[src/rtl/beat_controller_if.sv]
// ---------------------------------------------------------------------------
// beat_controller_if
//
// Memory port between the beat controller and a 32 x 8 asynchronous-read
// memory.
//   mem_addr   word address, driven by the controller
//   mem_rd     read strobe; mem_rdata is valid in the same cycle
//   mem_wr     write strobe; memory captures mem_wdata on the edge ending
//              the cycle
//   mem_wdata  write data (the accumulator)
//   mem_rdata  read data returned by the memory
// Modports: master = controller side, slave = memory side.
// ---------------------------------------------------------------------------
interface beat_controller_if;
    logic [4:0] mem_addr;
    logic       mem_rd;
    logic       mem_wr;
    logic [7:0] mem_wdata;
    logic [7:0] mem_rdata;

    modport master (
        output mem_addr,
        output mem_rd,
        output mem_wr,
        output mem_wdata,
        input  mem_rdata
    );

    modport slave (
        input  mem_addr,
        input  mem_rd,
        input  mem_wr,
        input  mem_wdata,
        output mem_rdata
    );
endinterface

[src/rtl/beat_controller.sv]
// ---------------------------------------------------------------------------
// beat_controller
//
// Two-machine-cycle instruction controller driven by a one-hot 4-phase beat
// vector. Each instruction runs a FETCH cycle (T1..T4) followed by an EXEC
// cycle (T1..T4); HLT is diverted to the HALT state at the end of FETCH and
// stays there until reset.
//
// Ports:
//   clk      system clock, all state changes on the rising edge
//   rst      synchronous active-low reset
//   T        beat vector, T[0]=T1 .. T[3]=T4; non-one-hot means "no beat"
//   mem      memory port (beat_controller_if.master)
//   pc       program counter
//   ir       instruction register, [7:5] opcode, [4:0] operand address
//   acc      accumulator
//   z, c     zero flag, carry/borrow flag
//   halted   high while in HALT
// ---------------------------------------------------------------------------
module beat_controller #(
    parameter logic [4:0] PC_RESET = 5'd0
) (
    input  logic                     clk,
    input  logic                     rst,
    input  logic [3:0]               T,
    beat_controller_if.master        mem,
    output logic [4:0]               pc,
    output logic [7:0]               ir,
    output logic [7:0]               acc,
    output logic                     z,
    output logic                     c,
    output logic                     halted
);

    typedef enum logic [1:0] {
        ST_SYNC  = 2'd0,
        ST_FETCH = 2'd1,
        ST_EXEC  = 2'd2,
        ST_HALT  = 2'd3
    } state_t;

    localparam logic [2:0] OP_NOP = 3'b000;
    localparam logic [2:0] OP_LDA = 3'b001;
    localparam logic [2:0] OP_STA = 3'b010;
    localparam logic [2:0] OP_ADD = 3'b011;
    localparam logic [2:0] OP_SUB = 3'b100;
    localparam logic [2:0] OP_JMP = 3'b101;
    localparam logic [2:0] OP_JZ  = 3'b110;
    localparam logic [2:0] OP_HLT = 3'b111;

    state_t     state_reg;
    logic [4:0] pc_reg;
    logic [7:0] ir_reg;
    logic [7:0] acc_reg;
    logic [7:0] opnd_reg;
    logic       z_reg;
    logic       c_reg;
    logic       halted_reg;

    // A beat is only honoured when exactly one bit of T is set; anything
    // else stalls the machine in place without losing its position.
    logic       beat_valid;
    logic [3:0] beat;

    assign beat_valid = (T != 4'b0000) && ((T & (T - 4'd1)) == 4'b0000);

    genvar gi;
    generate
        for (gi = 0; gi < 4; gi++) begin : g_beat
            assign beat[gi] = beat_valid & T[gi];
        end
    endgenerate

    logic [2:0] opcode;
    logic [4:0] addr_a;
    logic       reads_opnd;
    logic [8:0] sum_next;
    logic [7:0] diff_next;

    assign opcode     = ir_reg[7:5];
    assign addr_a     = ir_reg[4:0];
    assign reads_opnd = (opcode == OP_LDA) || (opcode == OP_ADD) || (opcode == OP_SUB);
    assign sum_next   = {1'b0, acc_reg} + {1'b0, opnd_reg};
    assign diff_next  = acc_reg - opnd_reg;

    // Memory strobes are combinational from state/beat and are gated by
    // rst so that a reset arriving mid-instruction cancels a pending write
    // in the very same cycle.
    logic       rd_strobe;
    logic       wr_strobe;
    logic [4:0] addr_drive;

    always_comb begin
        rd_strobe  = 1'b0;
        wr_strobe  = 1'b0;
        addr_drive = 5'd0;
        if (rst) begin
            case (state_reg)
                ST_FETCH: begin
                    if (beat[0] || beat[1]) begin
                        rd_strobe  = 1'b1;
                        addr_drive = pc_reg;
                    end
                end
                ST_EXEC: begin
                    if (reads_opnd && (beat[0] || beat[1])) begin
                        rd_strobe  = 1'b1;
                        addr_drive = addr_a;
                    end else if ((opcode == OP_STA) && beat[2]) begin
                        wr_strobe  = 1'b1;
                        addr_drive = addr_a;
                    end
                end
                default: begin
                end
            endcase
        end
    end

    assign mem.mem_addr  = addr_drive;
    assign mem.mem_rd    = rd_strobe;
    assign mem.mem_wr    = wr_strobe;
    assign mem.mem_wdata = acc_reg;

    always_ff @(posedge clk) begin
        if (!rst) begin
            state_reg  <= ST_SYNC;
            pc_reg     <= PC_RESET;
            ir_reg     <= 8'h00;
            acc_reg    <= 8'h00;
            opnd_reg   <= 8'h00;
            z_reg      <= 1'b1;
            c_reg      <= 1'b0;
            halted_reg <= 1'b0;
        end else if (beat_valid) begin
            case (state_reg)
                ST_SYNC: begin
                    // Wait for T4 so the first fetch starts on T1.
                    if (beat[3]) begin
                        state_reg <= ST_FETCH;
                    end
                end
                ST_FETCH: begin
                    if (beat[1]) begin
                        ir_reg <= mem.mem_rdata;
                        pc_reg <= pc_reg + 5'd1;
                    end
                    if (beat[3]) begin
                        if (opcode == OP_HLT) begin
                            state_reg  <= ST_HALT;
                            halted_reg <= 1'b1;
                        end else begin
                            state_reg <= ST_EXEC;
                        end
                    end
                end
                ST_EXEC: begin
                    if (beat[1] && reads_opnd) begin
                        opnd_reg <= mem.mem_rdata;
                    end
                    if (beat[2]) begin
                        case (opcode)
                            OP_LDA: begin
                                acc_reg <= opnd_reg;
                                z_reg   <= (opnd_reg == 8'h00);
                            end
                            OP_ADD: begin
                                acc_reg <= sum_next[7:0];
                                c_reg   <= sum_next[8];
                                z_reg   <= (sum_next[7:0] == 8'h00);
                            end
                            OP_SUB: begin
                                acc_reg <= diff_next;
                                c_reg   <= (acc_reg < opnd_reg);
                                z_reg   <= (diff_next == 8'h00);
                            end
                            OP_JMP: begin
                                pc_reg <= addr_a;
                            end
                            OP_JZ: begin
                                if (z_reg) begin
                                    pc_reg <= addr_a;
                                end
                            end
                            default: begin
                                // NOP, STA (write is purely combinational),
                                // HLT never gets here.
                            end
                        endcase
                    end
                    if (beat[3]) begin
                        state_reg <= ST_FETCH;
                    end
                end
                default: begin
                    // HALT: frozen until reset.
                end
            endcase
        end
    end

    assign pc     = pc_reg;
    assign ir     = ir_reg;
    assign acc    = acc_reg;
    assign z      = z_reg;
    assign c      = c_reg;
    assign halted = halted_reg;

endmodule

[src/flat_wrapper.sv]
// flat-port wrapper written by rule: the top's interface ports become plain ports
module beat_controller_flat 
#(
    parameter logic [4:0] PC_RESET = 5'd0
)
  (clk, rst, T, pc, ir, acc, z, c, halted, mem_mem_addr, mem_mem_rd, mem_mem_wr, mem_mem_wdata, mem_mem_rdata);
  beat_controller_if mem_i ();
  input  logic clk;
  input  logic rst;
  input  logic [3:0] T;
  output logic [4:0] pc;
  output logic [7:0] ir;
  output logic [7:0] acc;
  output logic z;
  output logic c;
  output logic halted;
  output wire logic [$bits(mem_i.mem_addr)-1:0] mem_mem_addr;
  output wire logic [$bits(mem_i.mem_rd)-1:0] mem_mem_rd;
  output wire logic [$bits(mem_i.mem_wr)-1:0] mem_mem_wr;
  output wire logic [$bits(mem_i.mem_wdata)-1:0] mem_mem_wdata;
  input wire logic [$bits(mem_i.mem_rdata)-1:0] mem_mem_rdata;
  assign mem_mem_addr = mem_i.mem_addr;
  assign mem_mem_rd = mem_i.mem_rd;
  assign mem_mem_wr = mem_i.mem_wr;
  assign mem_mem_wdata = mem_i.mem_wdata;
  assign mem_i.mem_rdata = mem_mem_rdata;
  beat_controller #(.PC_RESET(PC_RESET)) u_core (.clk(clk), .rst(rst), .T(T), .mem(mem_i), .pc(pc), .ir(ir), .acc(acc), .z(z), .c(c), .halted(halted));
endmodule
[config.mk]
export PLATFORM = sky130hd
export DESIGN_NAME = beat_controller_flat
export DESIGN_NICKNAME = d
export VERILOG_FILES = /design/src/rtl/beat_controller_if.sv /design/src/rtl/beat_controller.sv /design/src/flat_wrapper.sv
export SDC_FILE = /design/constraint.sdc
export NUM_CORES = 1
export LEC_CHECK = 0
export CAP_MARGIN = 40
export CORE_MARGIN = 4
export CORE_UTILIZATION = 26
export DETAILED_ROUTE_END_ITERATION = 7
export PLACE_DENSITY_LB_ADDON = 0.1
export SETUP_SLACK_MARGIN = 0.4
export SLEW_MARGIN = 20
export SYNTH_ARGS = -nofsm -noshare
export SYNTH_HDL_FRONTEND = slang
export SYNTH_SLANG_ARGS = --single-unit
[constraint.sdc]
create_clock -name clk -period 2.5 [get_ports clk]
set_input_delay 0.25 -clock clk [delete_from_list [all_inputs] [get_ports clk]]
set_output_delay 0.25 -clock clk [all_outputs]
set_load 0.05 [all_outputs]
## Yosys cells after proc, flatten, opt, wreduce, memory -nomap -nowiden

Index checks and enable logic that the tools add are counted.

- Muxes and demuxes: 25
- Equality and inequality tests: 15
- Reductions and logical operators: 25
- Bitwise gates (word level): 5
- Order comparisons: 1
- $add $sub $neg: 4

Operator list:

| operator | count |
|---|---|
| $mux W5 | 7 |
| $pmux W5 S2 | 3 |
| $logic_not A8 Y1 | 3 |
| $pmux W8 S3 | 1 |
| $reduce_and A4 Y1 | 4 |
| $eq A3 B3 Y1 const B | 4 |
| $add A8 B8 Y9 | 1 |
| $lt A8 B8 Y1 | 1 |
| $mux W1 | 8 |
| $ne A2 B1 Y1 const B | 4 |
| $sub A8 B8 Y8 | 1 |
| $eq A3 B2 Y1 const B | 2 |
| $reduce_and A3 Y1 | 2 |
| $reduce_and A6 Y1 | 1 |
| $reduce_bool A2 Y1 | 3 |
| $add A5 B1 Y5 const B | 1 |
| $and A1 B1 Y1 | 4 |
| $and A4 B4 Y4 | 1 |
| $logic_and A1 B1 Y1 | 4 |
| $logic_not A4 Y1 | 1 |
| $mux W2 | 2 |
| $pmux W1 S2 | 2 |
| $pmux W2 S2 | 1 |
| $reduce_bool A4 Y1 | 1 |
| other kinds (11) | 13 |

- Word-level logic and storage cells: 83
- Bits in registers: 34
- Output and inout port bits: 39

## Depth between registers and ports, before layout

- Depth in word-level cells: 10
- Depth in mapped cells: 10
- Depth with buffers taken out: 10

## Worst setup path after synthesis

OpenSTA, ideal clock, no wires.

- Path kind: register to output
- Start point: register u_core.ir_reg[7] (netlist: u_core.ir[7])
- End point: output port mem_mem_rd
- Required time: 2,250 ps
- Data arrival time: 2,540 ps
- Buffers on the path: 1
- Cell stages (with the launch flop): 6
- Setup slack: -290 ps
- Path through: dfxtp_1 > buf_2 > nor3b_4 > or2_4 > a21oi_1 > nor3_1

- Word-level cells in the longest chain between the ends: 7
- Elaborated cells on any way between the ends: 9
- Classes of those cells: eq/ne: 3; mux: 3; reduce/logical: 3

RTL lines:

| element | line | source |
|---|---|---|
| start: declaration | beat_controller.sv:53 | `logic [7:0] ir_reg;` |
| start signal: assignment | beat_controller.sv:145 | `ir_reg <= mem.mem_rdata;` |
| $eq A3 B1 Y1 or $eq A3 B2 Y1 (tied branches) | beat_controller.sv:82 | `assign reads_opnd = (opcode == OP_LDA) \|\| (opcode == OP_ADD) \|\| (opcode == OP_SUB);` |
| $logic_or A1 B1 Y1 | beat_controller.sv:82 |  |
| $logic_or A1 B1 Y1 * | beat_controller.sv:82 |  |
| $logic_and A1 B1 Y1 * | beat_controller.sv:106 | `if (reads_opnd && (beat[0] \|\| beat[1])) begin` |
| $mux W1 * | beat_controller.sv:106 |  |
| $pmux W1 S2 * | beat_controller.sv:98 | `case (state_reg)` |
| $mux W1 * | beat_controller.sv:97 | `if (rst) begin` |
| end: declaration | flat_wrapper.sv:18 | `output wire logic [$bits(mem_i.mem_rd)-1:0] mem_mem_rd;` |

Mark *: on every way between the ends. The rest lies on a longest branch, timed or not.

## Final worst setup path

- Start point: input port T[0]
- End point: output port mem_mem_addr[3]

- Word-level cells in the longest chain between the ends: 10
- Elaborated cells on any way between the ends: 16
- Classes of those cells: add/sub: 1; mux: 5; bitwise: 4; reduce/logical: 6

RTL lines:

| element | line | source |
|---|---|---|
| start: declaration | flat_wrapper.sv:10 | `input logic [3:0] T;` |
| $sub A4 B1 Y4 | beat_controller.sv:65 | `assign beat_valid = (T != 4'b0000) && ((T & (T - 4'd1)) == 4'b0000);` |
| $and A4 B4 Y4 | beat_controller.sv:65 |  |
| $logic_not A4 Y1 | beat_controller.sv:65 |  |
| $logic_and A1 B1 Y1 | beat_controller.sv:65 |  |
| $and A1 B1 Y1 | beat_controller.sv:70 | `assign beat[gi] = beat_valid & T[gi];` |
| $logic_and A1 B1 Y1 or $logic_or A1 B1 Y1 (tied branches) | beat_controller.sv:109, beat_controller.sv:100, beat_controller.sv:106 |  |
| $mux W5 or $logic_and A1 B1 Y1 (tied branches) | beat_controller.sv:109, beat_controller.sv:106 |  |
| $mux W5 | beat_controller.sv:106 |  |
| $pmux W5 S2 * | beat_controller.sv:98 |  |
| $mux W5 * | beat_controller.sv:97 |  |
| end: declaration | flat_wrapper.sv:17 | `output wire logic [$bits(mem_i.mem_addr)-1:0] mem_mem_addr;` |

Marks and branches as above.

==> results.rst <==
.. list-table::
   :header-rows: 1

   * - Metric
     - Value
   * - CTS sink cnt
     - 34
   * - Most repeated library cell on the critical path
     - sky130_fd_sc_hd__nand2_1
   * - Relative slew slack
     - 62.67%
   * - Crit path max-delay family
     - simple AND/OR/NAND/NOR gates
   * - Final count of pins violating max slew
     - 0
   * - DRT iter0 DRCs
     - approximately 140
   * - Synth top area share
     - between 20% and 30%
   * - Number of iterations in the first detailed-routing pass
     - 4
   * - Global-route wire length before repair
     - 14480 µm
   * - Flip-flop cell with the highest count after synthesis
     - sky130_fd_sc_hd__dfxtp_1
   * - Maximum operating frequency
     - a little under 500 MHz
   * - Number of H-tree levels
     - 2
   * - Fraction of layout cells with a size suffix above 1
     - 26.32%
   * - Fill cells
     - between 1k and 1.5k
   * - Synthesized-area fraction occupied by adder cells
     - 10.74%
   * - Share of synthesized area occupied by flip-flops and latches
     - roughly a quarter
   * - Syn Inst Count
     - 356
   * - Required time of the worst setup path
     - ~2300 ps
   * - Area fraction in and, or, nand and nor cells after synthesis
     - 25.88%
   * - Routed length per placed instance
     - 16.23 µm
   * - Start point of the worst min-delay path
     - u_core.halted
   * - Count of flip-flops with a built-in enable after synthesis
     - 0
   * - Number of top-level pins
     - 53
   * - Maximum capacitance violations
     - 0
   * - Dominant cell type by area after synthesis
     - sky130_fd_sc_hd__dfxtp_1
   * - Initial antenna violation count
     - 0
   * - Classification of the worst-slack hold path
     - register to register
   * - Clock slew seen by the registers of the worst setup and hold paths
     - roughly 70 ps
   * - Distinct cells, synth
     - 66
   * - Critical path capture point type
     - output pin
   * - Number of hold violations in the final report
     - 0
   * - Mean cell area of the mapped netlist
     - between 7 and 8 µm²
   * - Worst hold path depth
     - 1
   * - Height of the die
     - 112.1 µm
   * - Share of cell area taken by muxes after synthesis
     - 3.551%
   * - Post-route clock skew
     - 3.219 ps
   * - Critical Path Fanout Max
     - 5
   * - Run status
     - complete, no violations
   * - Slew @ Worst Pin
     - between 500 and 600 ps
   * - Total negative setup slack
     - 0 ps
   * - Number of vias after detailed routing
     - 2795
   * - Clk buf depth
     - 2
   * - Reg-to-reg setup timing slack
     - 480 ps
   * - Sequential cell area
     - around 710 µm²
   * - Post-route standard cell area excluding fillers
     - 0.004029 mm²
   * - Cell area after placement
     - 0.003650 mm²
   * - CP Data Arrival Time
     - 1770 ps
   * - Length in cells of the worst reg-to-reg path
     - 10
   * - Maximum number of pins on one net before global-route repair
     - 26
   * - Final cycle utilization of the critical path
     - 80.91%
   * - Routability Congestion
     - 0.8720
   * - Skew-Pair Late Insertion Delay
     - about 290 ps
   * - Fraction of registers with async set or reset after synthesis
     - 0%
   * - Reg-to-reg critical path startpoint
     - u_core.acc[0]
   * - Core area
     - 0.01046 mm²
   * - Total clock buffers created by CTS
     - 5
   * - Final core utilization
     - between 30 and 40%
   * - Combined area of the multi-input logic cells
     - 0.002145 mm²
   * - Net total in the final layout
     - 455
   * - Chain of cells forming the critical path
     - dlygate4sd2_1, xor2_1, nand2_1, o22ai_1, and2_4, nand2_1, a21oi_4, buf_12
   * - Via count of the first global-routing pass
     - 2749
   * - Bufs and invs on worst path
     - 2
   * - Category of the worst setup path launch point
     - input pin
   * - Number of synthesized register bits
     - 34
   * - Capture instance of the worst register-to-register path
     - u_core.z
   * - Warnings from Yosys
     - 0
   * - Combined global-route utilization of all metal layers
     - 13.99%
   * - Static leakage
     - between 1 and 1.5 nW
   * - Endpoint of the worst hold path
     - u_core.halted
   * - Synthesized Nets
     - 393
   * - Number of nets still failing antenna checks after routing
     - 0
   * - Cell Pwr Density
     - 289.1 mW/mm²
   * - Largest family of logic cells by synthesized area
     - simple AND/OR/NAND/NOR gates
   * - DRC violation count after routing
     - 0
   * - Vias/cell
     - 5.045
   * - Time the final worst path needs with I/O delays and setup
     - about 2000 ps
   * - Placed wire-length estimate after detailed placement
     - 6935 µm
   * - Maximum resistive drop on vdd
     - 0.2125 mV
   * - Number of standard-cell rows in the floorplan
     - 37
   * - Cell area after synthesis
     - about 0.0028 mm²
   * - Main area contributors after synthesis
     - sky130_fd_sc_hd__dfxtp_1, sky130_fd_sc_hd__ha_1, sky130_fd_sc_hd__nand2_1
   * - Width of the die
     - approximately 110 µm
   * - Number of port buffers
     - 52
   * - Initial Util
     - 26.94%
   * - CTS tree
     - yes
   * - Antenna diode instance count
     - 0
   * - Cell at the root of the clock tree
     - sky130_fd_sc_hd__clkbuf_8
   * - Synth-to-Final Area Change
     - 42.92%
   * - Total die area
     - 0.01257 mm²
   * - Synth Area in Compound Gates
     - 25.08%
   * - Aggregate global routing overflow
     - 0
   * - Type of the worst setup path
     - input pin to output pin
   * - Post-Synth XOR/XNOR Area
     - 2.175%
   * - # setup viols final
     - 0
   * - WL final
     - roughly 9000 µm
   * - Slowest-stage cell, CP
     - sky130_fd_sc_hd__dlygate4sd2_1
   * - Worst path max stage delay
     - 320 ps
   * - Unrepaired setup endpoints after global routing
     - true
power breakdown:
part | total [W] | switching (W) | internal (W)
sequential | 0.000547 | 0.00000633 | 0.000540
clock | 0.000493 | 0.000214 | 0.000279
combinational | 0.000125 | 0.0000727 | 0.0000521
synthesized netlist by cell type (4+ instances only):
library cell and count:
sky130_fd_sc_hd__a21boi_0 7, sky130_fd_sc_hd__a21boi_1 6, sky130_fd_sc_hd__a21oi_1 23, sky130_fd_sc_hd__a31oi_1 5, sky130_fd_sc_hd__and2_1 5, sky130_fd_sc_hd__buf_2 7, sky130_fd_sc_hd__buf_4 9, sky130_fd_sc_hd__clkbuf_1 9
sky130_fd_sc_hd__dfxtp_1 34, sky130_fd_sc_hd__ha_1 21, sky130_fd_sc_hd__inv_1 22, sky130_fd_sc_hd__mux2i_1 10, sky130_fd_sc_hd__nand2_1 37, sky130_fd_sc_hd__nand2b_1 4, sky130_fd_sc_hd__nand3_1 18, sky130_fd_sc_hd__nor2_1 10
sky130_fd_sc_hd__nor2b_1 18, sky130_fd_sc_hd__nor3_1 7, sky130_fd_sc_hd__nor3b_1 4, sky130_fd_sc_hd__nor4_1 4, sky130_fd_sc_hd__o211a_1 4, sky130_fd_sc_hd__o21a_1 5, sky130_fd_sc_hd__o21ai_0 11, sky130_fd_sc_hd__o21ai_1 11
sky130_fd_sc_hd__xnor2_1 5
worst register-to-register path, cell delays in order, from the launching register on:
cell	delay [ps]
sky130_fd_sc_hd__dfxtp_4	360
sky130_fd_sc_hd__inv_2	60
sky130_fd_sc_hd__ha_4	120
sky130_fd_sc_hd__inv_2	30
sky130_fd_sc_hd__fa_2	350
sky130_fd_sc_hd__a21oi_2	180
sky130_fd_sc_hd__o21ai_0	120
sky130_fd_sc_hd__xnor2_1	170
sky130_fd_sc_hd__a211oi_2	230
sky130_fd_sc_hd__nand4b_1	150
sky130_fd_sc_hd__a31oi_1	180
repair_timing:
item	in CTS	in global routing
gates resized for setup	28	26
endpoints found under the setup margin	11	12
setup buffers	6	5
hold buffers	0	0
pin swaps	13	16
placed cells by master (no fill, tap or decap), types with 3 or more instances in the layout:
master and n:
sky130_fd_sc_hd__buf_4 30, sky130_fd_sc_hd__a21oi_4 4, sky130_fd_sc_hd__clkdlybuf4s50_1 41, sky130_fd_sc_hd__mux2i_1 10, sky130_fd_sc_hd__o21a_1 5, sky130_fd_sc_hd__ha_4 5, sky130_fd_sc_hd__nand2_1 36, sky130_fd_sc_hd__a21oi_1 17
sky130_fd_sc_hd__inv_2 3, sky130_fd_sc_hd__o21ai_1 11, sky130_fd_sc_hd__nor2b_1 18, sky130_fd_sc_hd__nand3b_1 3, sky130_fd_sc_hd__a211o_1 3, sky130_fd_sc_hd__a21boi_0 7, sky130_fd_sc_hd__a31oi_1 5, sky130_fd_sc_hd__nand3_1 17
sky130_fd_sc_hd__a221oi_1 3, sky130_fd_sc_hd__o21ai_0 11, sky130_fd_sc_hd__and2_1 3, sky130_fd_sc_hd__xnor2_1 5, sky130_fd_sc_hd__a21boi_1 6, sky130_fd_sc_hd__inv_1 19, sky130_fd_sc_hd__buf_12 7, sky130_fd_sc_hd__dfxtp_4 5
sky130_fd_sc_hd__nor3b_1 3, sky130_fd_sc_hd__dfxtp_1 20, sky130_fd_sc_hd__dfxtp_2 9, sky130_fd_sc_hd__nor2_1 8, sky130_fd_sc_hd__clkbuf_8 6, sky130_fd_sc_hd__dlygate4sd2_1 3, sky130_fd_sc_hd__nor3_1 6, sky130_fd_sc_hd__o211a_1 4
sky130_fd_sc_hd__ha_1 13, sky130_fd_sc_hd__nor4_1 3, sky130_fd_sc_hd__ha_2 3
worst max-delay path by stage:
| stage | startpoint | to | slack (ps) | cells after the start |
|---|---|---|---|---|
| after floorplan | u_core.ir[7] | mem_mem_rd | 120 | 5 |
| after global placement | T[1] | mem_mem_addr[0] | 130 | 8 |
| after detailed placement | T[1] | mem_mem_addr[3] | 90 | 8 |
| after CTS | u_core.opnd_reg[1] | u_core.acc[7] | 410 | 8 |
| after global routing | u_core.acc[0] | u_core.z | 340 | 10 |
| final | T[0] | mem_mem_addr[3] | 480 | 8 |
cell type report:
class,count,area share [%]
multi-input combinational,272,53.23
sequential,34,17.64
inverter,23,2.205
clock buffer,7,2.671
tap,136,4.224
timing repair buffer,82,20.03
layer usage:
| metal | part of all wire, % | vias up | track usage (%) |
|---|---|---|---|
| li1 | - | 1386 | - |
| met5 | 0 | - | 0 |
| met1 | 50 | 1332 | 19.60 |
| met2 | 45 | 65 | 21.77 |
| met3 | 4.1 | 12 | 2.749 |
| met4 | 1.8 | 0 | 4.087 |
logic make-up after synthesis:
logic type,count (synthesis)
flip-flops,34
XOR/XNOR,7
multiplexers,10
AO/OA/AOI/OAI,103
adder cells (fa/ha/maj),23
AND/OR/NAND/NOR,129
buffers and inverters,50
through the flow:
| step | std cells | setup slack [ps] | hold slack (ps) | total power [W] |
|---|---|---|---|---|
| CTS | 549 | 405.7 | 482.9 | 0.001182 |
| global route | 554 | 344.9 | 521.3 | 0.001220 |
| floorplan | 356 | 122.3 | 388.9 | 0.0006289 |
| global placement | 536 | 132.7 | 457.9 | 0.0006840 |
| detailed placement | 536 | 91.61 | 464.3 | 0.0006830 |
| finish | 554 | 477.3 | 475.9 | 0.001165 |
Power figures use the tool's default switching activity.
==> RTL edit 1 (same flow settings) <==
Register the input `T` before use, without a reset. The logic sees it one clock later. The other inputs are not delayed to match.
--- a/src/rtl/beat_controller.sv
+++ b/src/rtl/beat_controller.sv
@@ -48,6 +48,12 @@
     localparam logic [2:0] OP_JZ  = 3'b110;
     localparam logic [2:0] OP_HLT = 3'b111;
 
+    logic [3:0] T_q;
+
+    always_ff @(posedge clk) begin
+        T_q <= T;
+    end
+
     state_t     state_reg;
     logic [4:0] pc_reg;
     logic [7:0] ir_reg;
@@ -62,12 +68,12 @@
     logic       beat_valid;
     logic [3:0] beat;
 
-    assign beat_valid = (T != 4'b0000) && ((T & (T - 4'd1)) == 4'b0000);
+    assign beat_valid = (T_q != 4'b0000) && ((T_q & (T_q - 4'd1)) == 4'b0000);
 
     genvar gi;
     generate
         for (gi = 0; gi < 4; gi++) begin : g_beat
-            assign beat[gi] = beat_valid & T[gi];
+            assign beat[gi] = beat_valid & T_q[gi];
         end
     endgenerate
 
Check against the original RTL: not equivalent (Yosys sat finds a counterexample within 4 cycles, from zero or initial values and one cycle with rst low).
==> RTL edit 1 against the unedited design <==
- design area rose by 0.53%
- combinational power is 9.6% higher
- critical path type is now reg -> out
- synthesized cell count down 2.8%
- count of clock-buffer cells in the layout increased by 1
- routed wire length decreased by 0.85%
- clock skew increased by 0.00085 ns
- setup slack worse by 0.17 ns
- register-to-register slack got worse by 0.12 ns
- utilization increased by 0.38 points
- power grew 7.5%
- critical endpoint unchanged
- sequential cell count grew 4
- synthesized area is 0.67% lower
==> RTL edit 1: results (changes against the unedited design) <==
- Run status: complete, no violations
- Final net count: 450 (-1.1%)
- Slew @ Worst Pin: 0.595 ns (+0.0425 ns)
- Mux share of post-synthesis cell area: 4.33% (+0.78 points)
- Worst Path Max Fanout: 5 (unchanged)
- Dpl cell area: 3640 µm² (-0.34%)
- Distinct cells, synth: 58 (-12%)
- Iteration count of the initial detailed-routing pass: 4 (unchanged)
- Met1 usage: 18.8% (-0.84 points)
- Leak: 1.61 nW (+7.7%)
- Number of fill cells: 1093 (+0.18%)
- Vias in the first global route: 2702 (-1.7%)
- DR iter-0 viols: 91 (-37%)
- Worst r2r path cells: 11 (+1)
- Wire per inst: 16.2 µm (-0.12%)
- Hold Crit Start: T[1]
- Fin Clk Skew: 0.00407 ns (+0.000847 ns)
- Dominant cells by area after synthesis: dfxtp_1 (27%), ha_1 (9.4%), nand2_1 (5.4%)
- Via count: 2719 (-2.7%)
- Initial antenna violation count: 0 (unchanged)
- Synthesized net count: 383 (-2.5%)
- Met3 capacity usage during global routing: 2.93% (+0.19 points)
- Setup slack after placement: 0.247 ns (+0.155 ns)
- M2 GR Usage: 23.7% (+1.9 points)
- Compound-Gate Fraction of Synth Area: 21.5% (-3.5 points)
- CP arrival: 1.94 ns (+0.17 ns)
- Largest net degree at the start of global routing: 19 (-27%)
- First-pass GRT wire length: 14500 µm (+0.38%)
- GP Congestion: 0.871 (-0.14%)
- Inserted Diodes: 0 (unchanged)
- DP HPWL: 6660 µm (-4.0%)
- Share of layout cells above drive strength 1: 27.1% (+0.74 points)
- Sequential share of the synthesized area: 27.2% (+3.0 points)
- Crit-path slowest cell: dfxtp_4
- Commonest cells in the netlist: nand2_1 (40), dfxtp_1 (38), o21ai_0 (22)
- Post-Synth Adder-Cell Area: 10.8% (+0.072 points)
- Max VDD drop: 0.217 mV (+2.1%)
- Worst flop-to-flop path endpoint: u_core.acc[6]$_SDFFE_PN0P_
- WHS: 0.382 ns (-0.0936 ns)
- Critical Path Max Stage Delay: 0.37 ns (+0.05 ns)
- Synth Area in XOR/XNOR: 3.75% (+1.6 points)
- WHS Endpoint: u_core.T_q[1]$_DFF_P_
- GRT Resource Usage Total: 14.4% (+0.38 points)
[RTL edit 1: what timing repair did]
item                       CTS  global route
setup buffers                8            12
pin swaps                   13            21
gates resized for setup     25            17
hold buffers                 0             0
setup endpoints to repair   11            14
[RTL edit 1: cell type report]
class                      instances  area [µm²]  share of cell area, %
clock buffer                       8         101                   2.50
inverter                          17        68.8                   1.70
multi-input combinational        263        2030                   50.1
sequential                        38         803                   19.8
tap                              136         170                   4.20
timing repair buffer              88         876                   21.6
[RTL edit 1: routing by layer]
layer	vias to the layer above	part of all wire, %
met5	-	0
met4	0	2.0
met3	14	4.4
met2	68	49
met1	1294	44
li1	1343	-
[RTL edit 1: worst max-delay path by stage]
stage	cells past startpoint	from	slack [ns]	end
after floorplan	11	u_core.acc[0]$_SDFFE_PN0P_	0.33	u_core.acc[6]$_SDFFE_PN0P_
after global placement	8	u_core.opnd_reg[1]$_SDFFE_PN0P_	0.24	u_core.acc[7]$_SDFFE_PN0P_
after detailed placement	10	u_core.opnd_reg[0]$_SDFFE_PN0P_	0.25	u_core.acc[6]$_SDFFE_PN0P_
after CTS	7	u_core.T_q[1]$_DFF_P_	0.28	mem_mem_addr[3]
after global routing	11	u_core.acc[0]$_SDFFE_PN0P_	0.18	u_core.z$_SDFFE_PN1P_
final	7	u_core.T_q[1]$_DFF_P_	0.31	mem_mem_addr[3]
[RTL edit 1: per-stage QoR]
stage	total power, mW	instances	utilization, %
3_5_place_dp	0.755	522	34.9
6_report	1.25	550	38.9
2_1_floorplan	0.703	346	-
5_1_grt	1.32	550	38.9
3_3_place_gp	0.754	522	34.9
4_1_cts	1.27	538	37.3
[RTL edit 1: worst reg2reg max path: cells and delay by family, from the launching register on]
| kind | cells | cell delay (ns) |
|---|---|---|
| compound gates | 6 | 0.93 |
| fa+ha+maj | 2 | 0.45 |
| flops | 1 | 0.36 |
| xor+xnor | 1 | 0.21 |
| buf+inv | 2 | 0.09 |
[RTL edit 1: where the power goes]
group	internal (mW)	total [mW]	switching [mW]	leakage [nW]
combinational	0.0632	0.137	0.0736	1.24
clock	0.259	0.496	0.238	0.0506
sequential	0.604	0.619	0.0146	0.316
[RTL edit 1: logic make-up after synthesis]
| logic type | count (synthesis) |
|---|---|
| fa+ha+maj | 23 |
| xor+xnor | 12 |
| buf+inv | 45 |
| flops | 38 |
| compound gates | 91 |
| simple gates | 125 |
| mux | 12 |
==> RTL edit 2 (config.mk and constraints unchanged) <==
Without the edit above. Encoding of `state_t`: now one-hot (4 bits for 4 states).
--- a/src/rtl/beat_controller.sv
+++ b/src/rtl/beat_controller.sv
@@ -32,11 +32,11 @@
     output logic                     halted
 );
 
-    typedef enum logic [1:0] {
-        ST_SYNC  = 2'd0,
-        ST_FETCH = 2'd1,
-        ST_EXEC  = 2'd2,
-        ST_HALT  = 2'd3
+    typedef enum logic [3:0] {
+        ST_SYNC  = 4'b0001,
+        ST_FETCH = 4'b0010,
+        ST_EXEC  = 4'b0100,
+        ST_HALT  = 4'b1000
     } state_t;
 
     localparam logic [2:0] OP_NOP = 3'b000;
Behaviour: no difference found for any inputs over 4 cycles, from zero or initial values and one cycle with rst low; so few cycles prove little.
==> RTL edit 2 against the unedited design <==
- largest power group unchanged
- setup slack lost 0.41 ns
- synthesized area shrank 3.7%
- critical path type is now reg -> reg
- routed wire length grew 0.61%
- sequential cell count grew 2
- hold slack gained 0.0082 ns
- clock power grew 6.3%
- design area grew 2.3%
- critical endpoint is now u_core.z$_SDFFE_PN1P_
- power grew 0.88%
==> RTL edit 2: results (changes against the unedited design) <==
- Sequential share of the synthesized area: 26.6% (+2.4 points)
- Routed wire length: 9050 µm (+0.61%)
- Wl on met1: 4010 µm (-10%)
- Dpl cell area: 3660 µm² (+0.34%)
- Syn_area_per_cell: 7.67 µm² (-3.2%)
- DR iter-0 viols: 65 (-55%)
- CP endpoint: u_core.z$_SDFFE_PN1P_
- Share of layout cells above drive strength 1: 30.7% (+4.4 points)
- DR vias/cell: 5.02 (-0.51%)
- Number of fill cells: 1019 (-6.6%)
- Setup bufs post-CTS: 6 (unchanged)
- DP HPWL: 6760 µm (-2.5%)
- Met1 usage: 18.4% (-1.2 points)
- Iteration count of the initial detailed-routing pass: 5 (+1)
- Total power: 1.18 mW (+0.88%)
- WHS: 0.484 ns (+0.00815 ns)
- Fin Clk Skew: 0.00456 ns (+0.00134 ns)
- GRT Resource Usage Total: 15.1% (+1.1 points)
- Cells after DPL: 544 (+1.5%)
- Post-cts sizing count: 29 (+3.6%)
- Commonest cells in the netlist: nor2_1 (44), dfxtp_1 (36), nand2_1 (33)
- Worst Path Max Fanout: 4 (-1)
- M2 GR Usage: 26.9% (+5.1 points)
- Met3 capacity usage during global routing: 3.03% (+0.28 points)
- CP arrival: 2.64 ns (+0.87 ns)
- WS Path Type: reg -> reg
- Slew HR: 65.2% (+2.5 points)
- Clock Latency Late Sink: 0.29 ns (about the same)
- FF-to-FF setup slack: 0.07 ns (-0.41 ns)
- Dominant cells by area after synthesis: dfxtp_1 (27%), ha_1 (7.8%), nor2_1 (6.1%)
- Synthesized net count: 387 (-1.5%)
- Distinct cells, synth: 59 (-11%)
- WHS Path Cells: 2 (+1)
- Run status: complete, no violations
- Finished Layout Cells: 563 (+1.6%)
- Worst r2r path cells: 8 (-2)
- Leak: 1.55 nW (+4.0%)
- Vias in the first global route: 2849 (+3.6%)
- Met3 wire len: 331 µm (-10%)
- Max VDD drop: 0.170 mV (-20%)
- Setup slack after placement: 0.0369 ns (-0.0547 ns)
- Crit share post-route: 97.2% (+16 points)
- First-pass GRT wire length: 14400 µm (-0.72%)
- Largest net degree at the start of global routing: 27 (+3.8%)
- GP Congestion: 0.768 (-12%)
## RTL edit 2: changes by cell type after synthesis, moves of 5 or more
cell | unedited run | this run
a211oi_1 | 3 | 8
a21boi_0 | 7 | 0
a21boi_1 | 6 | 0
a21oi_1 | 23 | 32
clkbuf_1 | 9 | 15
inv_1 | 22 | 15
nand3_1 | 18 | 11
nor2_1 | 10 | 44
nor2b_1 | 18 | 7
o21ai_1 | 11 | 5
## RTL edit 2: report_power, final
| part | internal (mW) | switching (mW) | leakage (nW) |
|---|---|---|---|
| combinational | 0.0390 | 0.0419 | 1.20 |
| sequential | 0.566 | 0.00377 | 0.301 |
| clock | 0.296 | 0.228 | 0.0552 |
| total | 0.902 | 0.273 | 1.55 |
## RTL edit 2: area by class of cell
class	count	area, µm²	share of cell area (%)
inverters	17	68.8	1.67
well taps	136	170	4.13
flip-flops and latches	36	766	18.6
multi-input cells	274	2110	51.1
clock buffers	6	72.6	1.76
clock inverters	2	35.0	0.850
repair buffers	92	901	21.9
## RTL edit 2: cells by family (layout without fill, tap and decap cells)
kind of cell | count (synthesis) | in the layout | synth area share (%)
AO/OA/AOI/OAI | 101 | 101 | 24.7
XOR/XNOR | 8 | 8 | 2.58
adder cells (fa/ha/maj) | 19 | 19 | 9.31
buffers and inverters | 44 | 117 | 7.61
flip-flops | 36 | 36 | 26.6
multiplexers | 11 | 11 | 4.15
AND/OR/NAND/NOR | 135 | 135 | 25.1
## RTL edit 2: critical path, cell delays in order, from the launching register on
cell	delay (ns)
dfxtp_4	0.37
ha_4	0.18
fa_2	0.39
nand2b_1	0.10
a21oi_1	0.08
xnor2_1	0.14
or4_1	0.48
or4_4	0.43
o31ai_2	0.18
